## src/rtl/inv_addkey_mixcol.sv

```systemverilog
// ---------------------------------------------------------------------------
// inv_addkey_mixcol
// One AES decryption round tail: AddRoundKey followed by InvMixColumns (the
// latter skipped on the final round). A single column engine is reused for
// four cycles, rewriting the working register one column at a time.
//
// Ports
//   clk        sole clock, rising edge
//   rst        synchronous active-high reset
//   in_valid   in_state / in_key / in_last are valid
//   in_ready   block can accept a new input (IDLE only)
//   in_state   128-bit state, column c = [127-32c -: 32], row 0 = MS byte
//   in_key     128-bit round key, same layout
//   in_last    final round: AddRoundKey only
//   out_valid  out_state holds a completed result
//   out_ready  downstream accepts out_state
//   out_state  result, zero whenever out_valid is low
// ---------------------------------------------------------------------------

// Single-column InvMixColumns over GF(2^8), polynomial 0x11B.
module inv_mix_column (
    input  logic [31:0] i_col,
    output logic [31:0] o_col
);
    function automatic logic [7:0] xtime(input logic [7:0] b);
        return {b[6:0], 1'b0} ^ (b[7] ? 8'h1b : 8'h00);
    endfunction

    logic [7:0] w_a  [4];
    logic [7:0] w_m9 [4];
    logic [7:0] w_mb [4];
    logic [7:0] w_md [4];
    logic [7:0] w_me [4];

    // Multiples 9, b, d, e built from the 2x/4x/8x doubling chain.
    generate
        for (genvar gi = 0; gi < 4; gi++) begin : g_byte
            logic [7:0] w_x2, w_x4, w_x8;
            assign w_a[gi]  = i_col[31-8*gi -: 8];
            assign w_x2     = xtime(w_a[gi]);
            assign w_x4     = xtime(w_x2);
            assign w_x8     = xtime(w_x4);
            assign w_m9[gi] = w_x8 ^ w_a[gi];
            assign w_mb[gi] = w_x8 ^ w_x2 ^ w_a[gi];
            assign w_md[gi] = w_x8 ^ w_x4 ^ w_a[gi];
            assign w_me[gi] = w_x8 ^ w_x4 ^ w_x2;
        end
    endgenerate

    assign o_col[31:24] = w_me[0] ^ w_mb[1] ^ w_md[2] ^ w_m9[3];
    assign o_col[23:16] = w_m9[0] ^ w_me[1] ^ w_mb[2] ^ w_md[3];
    assign o_col[15:8]  = w_md[0] ^ w_m9[1] ^ w_me[2] ^ w_mb[3];
    assign o_col[7:0]   = w_mb[0] ^ w_md[1] ^ w_m9[2] ^ w_me[3];
endmodule

module inv_addkey_mixcol (
    input  logic         clk,
    input  logic         rst,
    input  logic         in_valid,
    output logic         in_ready,
    input  logic [127:0] in_state,
    input  logic [127:0] in_key,
    input  logic         in_last,
    output logic         out_valid,
    input  logic         out_ready,
    output logic [127:0] out_state
);
    typedef enum logic [1:0] {
        IDLE = 2'd0,
        MIX  = 2'd1,
        DONE = 2'd2
    } state_t;

    state_t       r_state;
    state_t       w_state_next;
    logic [1:0]   r_col;
    logic [127:0] r_work;
    logic [127:0] w_work_mixed;
    logic [31:0]  w_cols [4];
    logic [31:0]  w_col_in;
    logic [31:0]  w_col_out;
    logic         w_fire_in;

    assign w_fire_in = in_valid && (r_state == IDLE);

    // Split the working register into columns; only the column selected by
    // the counter is replaced by the engine result, the rest pass through.
    generate
        for (genvar gi = 0; gi < 4; gi++) begin : g_col
            assign w_cols[gi] = r_work[127-32*gi -: 32];
            assign w_work_mixed[127-32*gi -: 32] =
                (r_col == 2'(gi)) ? w_col_out : w_cols[gi];
        end
    endgenerate

    assign w_col_in = w_cols[r_col];

    inv_mix_column u_col (
        .i_col (w_col_in),
        .o_col (w_col_out)
    );

    always_ff @(posedge clk) begin
        if (rst) begin
            r_state <= IDLE;
        end else begin
            r_state <= w_state_next;
        end
    end

    always_comb begin
        w_state_next = r_state;
        in_ready     = 1'b0;
        out_valid    = 1'b0;
        out_state    = '0;
        case (r_state)
            IDLE: begin
                in_ready = 1'b1;
                if (w_fire_in) begin
                    w_state_next = in_last ? DONE : MIX;
                end
            end
            MIX: begin
                if (r_col == 2'd3) begin
                    w_state_next = DONE;
                end
            end
            DONE: begin
                out_valid = 1'b1;
                out_state = r_work;
                if (out_ready) begin
                    w_state_next = IDLE;
                end
            end
            default: w_state_next = IDLE;
        endcase
    end

    always_ff @(posedge clk) begin
        if (rst) begin
            r_col  <= 2'd0;
            r_work <= '0;
        end else begin
            case (r_state)
                IDLE: begin
                    if (w_fire_in) begin
                        r_work <= in_state ^ in_key;
                        r_col  <= 2'd0;
                    end
                end
                MIX: begin
                    r_work <= w_work_mixed;
                    r_col  <= r_col + 2'd1;
                end
                default: ;
            endcase
        end
    end
endmodule
```

## config.mk

```make
export PLATFORM = sky130hd
export DESIGN_NAME = inv_addkey_mixcol
export DESIGN_NICKNAME = d
export VERILOG_FILES = /design/src/rtl/inv_addkey_mixcol.sv
export SDC_FILE = /design/constraint.sdc
export NUM_CORES = 1
export LEC_CHECK = 0
export CAP_MARGIN = 20
export CORE_ASPECT_RATIO = 1.5
export CORE_MARGIN = 1
export CORE_UTILIZATION = 40
export CTS_CLUSTER_DIAMETER = 120
export DETAILED_ROUTE_END_ITERATION = 6
export GPL_TIMING_DRIVEN = 0
export PLACE_DENSITY = 0.7
export SETUP_SLACK_MARGIN = 0.2
export SYNTH_ARGS = -nofsm -noshare
export SYNTH_HDL_FRONTEND = slang
export SYNTH_HIERARCHICAL = 1
export SYNTH_SLANG_ARGS = --single-unit
```

## constraint.sdc

```tcl
create_clock -name clk -period 4.11 [get_ports clk]
set_clock_uncertainty 0.15 [all_clocks]
set_input_delay 0.6165 -clock clk [delete_from_list [all_inputs] [get_ports clk]]
set_output_delay 0.6165 -clock clk [all_outputs]
set_load 0.05 [all_outputs]
```

### Yosys cells after proc, flatten, opt, wreduce, memory -nomap -nowiden

Index checks and enable logic that the tools add are counted.

* register bits after elaboration: 132
* output and inout port bits: 130
* logic and storage cells: 110

* add/subtract/negate cells: 1
* $lt $le $gt $ge: 1
* equal/unequal tests: 11
* muxes and demuxes: 31
* bitwise logic cells: 50
* reductions and logical operators: 10

Operator list (count)
* $xor 8x8->8: 48
* $mux 128: 2
* $pmux 128 s2: 1
* $mux 32: 6
* $xor 128x128->128: 1
* $bmux 32 s2: 1
* $mux 5: 12
* $reduce_and 3->1: 5
* $ne 2x2->1 const B: 6
* $mux 2: 5
* $eq 2x2->1 const B: 3
* $pmux 2 s3: 1
* $eq 2x1->1 const B: 2
* $logic_not 2->1: 2
* $pmux 2 s2: 1
* $ge 3x3->1 const B: 1
* $not 2->3: 1
* $add 2x1->2 const B: 1
* $mux 1: 2
* $reduce_and 2->1: 1
* $reduce_bool 2->1: 1
* $logic_and 1x1->1: 1

### Depth between registers and ports, before layout

* depth after elaboration: 17
* depth in mapped cells: 10
* gate-level depth less buffers: 7

### Cells and area by module

Netlist, hierarchy kept.

By module, submodules not included
* inv_addkey_mixcol: times used 1, cells an instance 811, area an instance 7845.0 um2
* inv_mix_column: times used 1, cells an instance 209, area an instance 2383.5 um2

### Worst setup path after synthesis

OpenSTA, ideal clock, no wires.

* kind: register to register
* start: reg r_col[1]
* end: reg r_work[76]
* setup time: 0.117 ns
* arrival time: 3.267 ns
* data required time: 3.843 ns
* slack: 0.575 ns
* cell stages (with the launch flop): 11
* path buffers: 3
* clock period less this slack: 3.535 ns
* path through: dfxtp_1 -> buf_2 -> buf_2 -> mux4_2 -> buf_6 -> xnor2_4 -> xnor3_2 -> xnor3_1 -> xnor2_1 -> nand2b_1 -> a32o_1

RTL lines
* from (decl): RTL line 76 `logic [1:0] r_col;`
* from (signal assigned): RTL line 153 `r_col <= r_col + 2'd1;`
* $not 2->3 (implied by the code) (*): RTL line 96 `assign w_col_in = w_cols[r_col];`
* $bmux 32 s2 (*): RTL line 96
* $mux 32 (implied by the code) (*) (2 in series): RTL line 96
* named net w_col_in[14]: RTL line 80 `logic [31:0] w_col_in;`
* $xor 8x8->8 (*): RTL line 26 `return {b[6:0], 1'b0} ^ (b[7] ? 8'h1b : 8'h00);`
* $mux 5 (*): RTL line 26
* $xor 8x8->8 (*): RTL line 26
* $xor 8x8->8: RTL line 26
* $xor 8x8->8 (*) (2 in series): RTL line 46 `assign w_me[gi] = w_x8 ^ w_x4 ^ w_x2;`
* $xor 8x8->8 (*) (2 in series): RTL line 52 `assign o_col[15:8] = w_md[0] ^ w_m9[1] ^ w_me[2] ^ w_mb[3];`
* named net w_col_out[12]: RTL line 81 `logic [31:0] w_col_out;`
* $mux 32 (*): RTL line 92 `(r_col == 2'(gi)) ? w_col_out : w_cols[gi];`
* $pmux 128 s2 (*): RTL line 144 `case (r_state)`
* to (signal assigned): RTL line 147 `r_work <= in_state ^ in_key;`
* to (signal assigned): RTL line 152 `r_work <= w_work_mixed;`
* to (decl): RTL line 77 `logic [127:0] r_work;`

The timed path passes the listed nets; every way through them passes the cells marked *. The select of a mux whose other input is x is not followed.
A chain may end at the register's enable or synchronous reset.

### Worst setup path after layout

* start: reg r_col[1]
* end: reg r_work[76]

RTL lines (RTL line)
* $not 2->3 (implied by the code): 96
* $bmux 32 s2: 96
* $mux 32 (implied by the code) (2 in series): 96
* named net w_col_in[13]: 80
* $xor 8x8->8 (2 in series): 26
* $mux 5: 26
* $xor 8x8->8: 26
* $xor 8x8->8 (2 in series): 46
* $xor 8x8->8 (2 in series): 52
* named net w_col_out[12]: 81
* $mux 32: 92
* $pmux 128 s2: 144

The timed path passes the listed nets, and every way through them passes these cells. The select of a mux whose other input is x is not followed.

==> results.toml <==
[global_route]
grt.busiest_layer = "met2"
grt.met3_usage_pct = 4.94
grt_pass1_wl_microns = 57400
grt_overflow = 0
grtUsageMet2_pct = 56.3
grt_usage_pct = 29.5
grt_max_degree = 17
grt_antenna_before_repair = 0
grt_pass1_vias = 9886
use_met1_pct = 31.3

[min_path]
hp-class = "reg2reg"

[worst_setup_path]
worstPathArrival_ps = 3970
worstPathRequired_ps = 4280
startpoint_type = "register"
critical_path.most_common_cell = "xnor2_1"
critPathSlowestCell = "mux4_2"
path_cells = "clkbuf_4, buf_6, mux4_2, buf_2, xnor2_1, xnor3_2, xnor3_1, xnor2_1, nand2b_1, a32o_1"
cp_slowest_stage_delay_ps = 510
end_kind = "register"
worstPathMaxFanout = 10
path_class = "reg2reg"

[placement]
dpl.hpwl_microns = 31500
gp_congestion = 0.969
placed_cell_area_sq_um = 14500
io_buffer_count = 390
place_inst = 1738

[synthesis]
synth-seq-cells = 132
synth_area_per_cell_sq_um = 10.0
synth_top_cell_area_share_pct = 25.8
ys_warn_count = 6
synthTopCellsByArea = "dfxtp_1 (26%), xnor2_1 (21%), a32o_1 (13%), and2_1 (7.8%), mux4_2 (7.0%)"
synth_cell_type_count = 35
syn_nets = 1285
ys_seq_area_share_pct = 25.8
yosysMostFrequentCell = "xnor2_1"
yosysTopAreaCell = "dfxtp_1"
synth.top_cells.by_count = "xnor2_1 (241), dfxtp_1 (132), nand2_1 (130)"
syn_inst = 1020
synthFlopType = "dfxtp_1"
synth-edff-count = 0
postSynth.asyncResetShare_pct = 0
netlist_area_sq_um = 10200

[die]
core_sq_um = 25100
start_util_pct = 40.7
rows = 71
io_pins = 391
fp.dieH_microns = 198
die-area_sq_um = 26200
die_x_microns = 133

[layout]
area_growth_pct = 48.3
nets = 1694
fin_cells = 1769
fin_util_pct = 60.3
layout-drive-gt1-share_pct = 10.8
fin_area_sq_um = 15200
diodes = 0

[sta]
final-max-slew-violation-count = 0
fmax_mhz = 263
setup_viol = 0
worst_pin_slew_ps = 666
min_period_ps = 3800
slew_headroom_pct = 55.6
rsz0062_at_grt = "true"
finalHoldViolCount = 0
timing.final.crit_share_pct = 92.4

[cts]
clk_pin_slew_ps = 60
clock_sinks = 132
cts_max_level = 4
cts_tree = "yes"
clk_latency_ps = 430
cts_inserted_buffers = 17
clock_path_buffers = 2
cts_root_buffer = "clkbuf_16"

[run_status]
outcome = "complete, no violations"

[route]
wirelength_microns = 38600
drt-initial-drc-count = 504
drc_errors = 0
wire_per_inst_microns = 21.8
ant_nets = 0
drt-vias-per-instance = 5.30
dr.pass1.iters = 7
num_vias = 9381

[power]
p_total_mw = 8.54
p_per_area_nw_per_um2 = 563
ir_drop_mv = 0.489
leakage_nw = 5.84

[run]
cap_viol_max_count = 0
## where the power goes
| part | leakage, nW | internal [mW] | total (mW) | switching, mW |
|---|---|---|---|---|
| combinational | 4.47 | 2.88 | 5.35 | 2.47 |
| sequential | 1.09 | 1.49 | 1.64 | 0.152 |
| clock | 0.284 | 0.915 | 1.54 | 0.627 |
## cell type report
type	count	area [sq um]
Buffer	81	445
Sequential cell	132	2640
Timing Repair Buffer	391	3910
Clock buffer	18	439
Clock inverter	13	146
Fill cell	2273	9970
Inverter	3	11.3
Tap cell	328	410
Multi-Input combinational cell	803	7160
## per-layer routing
| layer | routed length (microns) | part of all wire, % |
|---|---|---|
| met1 | 14000 | 36 |
| met2 | 21000 | 54 |
| met3 | 2110 | 5.5 |
| met4 | 1480 | 3.8 |
| met5 | 0 | 0 |
## worst max-delay path, delay by kind of cell, from the launching register on
family	cells	cell delay (ps)
and+or+nand+nor	1	220
xor gates and xnor gates	4	1460
muxes	1	510
buffers and inverters	3	690
AOI/OAI and AO/OA	1	290
DFF	1	360
## state kept, by name, summed over array words and instances (netlist names)
| register | cells |
|---|---|
| r_work | 128 |
| r_state | 2 |
| r_col | 2 |
## cells in the final DEF, fill, tap and decap left out, types with 5 or more instances in the layout
cell type | Yosys | final
dfxtp_1 | 132 | 132
mux4_2 | 32 | 32
clkbuf_1 | 19 | 13
inv_6 | 0 | 6
buf_4 | 8 | 10
buf_6 | 3 | 5
xnor3_1 | 25 | 25
xor2_1 | 35 | 35
buf_2 | 49 | 45
clkbuf_16 | 0 | 17
a32o_1 | 128 | 128
xnor2_1 | 241 | 241
clkbuf_2 | 1 | 5
xnor2_2 | 7 | 6
and2_1 | 128 | 128
clkdlybuf4s50_1 | 0 | 390
nand2b_1 | 33 | 33
nand2_1 | 130 | 130
## through the flow
step	TNS (ps)	hold WS, ps	worst slack [ps]
3_3_place_gp	-1070	308	-144
5_1_grt	0	345	192
6_report	0	330	313
3_5_place_dp	-2240	316	-223
2_1_floorplan	0	300	575
4_1_cts	0	330	179
## repair_timing
action / in CTS / in global routing
endpoints found under the setup margin: 64 / 56
buffers inserted: 1 / 0
hold buffers: 0 / 0
gates resized for setup: 6 / 10
pin swaps: 1 / 0
## path summary, 6_finish.rpt
path	start	endpoint	slack, ps	cells after the start
max	r_col[1]$_SDFFE_PP0P_	r_work[76]$_SDFFE_PP0P_	310	10
min	r_work[69]$_SDFFE_PP0P_	r_work[69]$_SDFFE_PP0P_	330	1
max reg2reg	r_col[1]$_SDFFE_PP0P_	r_work[76]$_SDFFE_PP0P_	310	10
min reg2reg	r_work[69]$_SDFFE_PP0P_	r_work[69]$_SDFFE_PP0P_	330	1
## logic make-up after synthesis
family                     synth area share [%]
xor gates and xnor gates                   33.2
and+or+nand+nor                            15.5
AOI/OAI and AO/OA                          13.3
DFF                                        25.8
buffers and inverters                      4.24
muxes                                      7.44
adders and majority gates                 0.489
No activity file was read; power rests on OpenSTA's default activity.
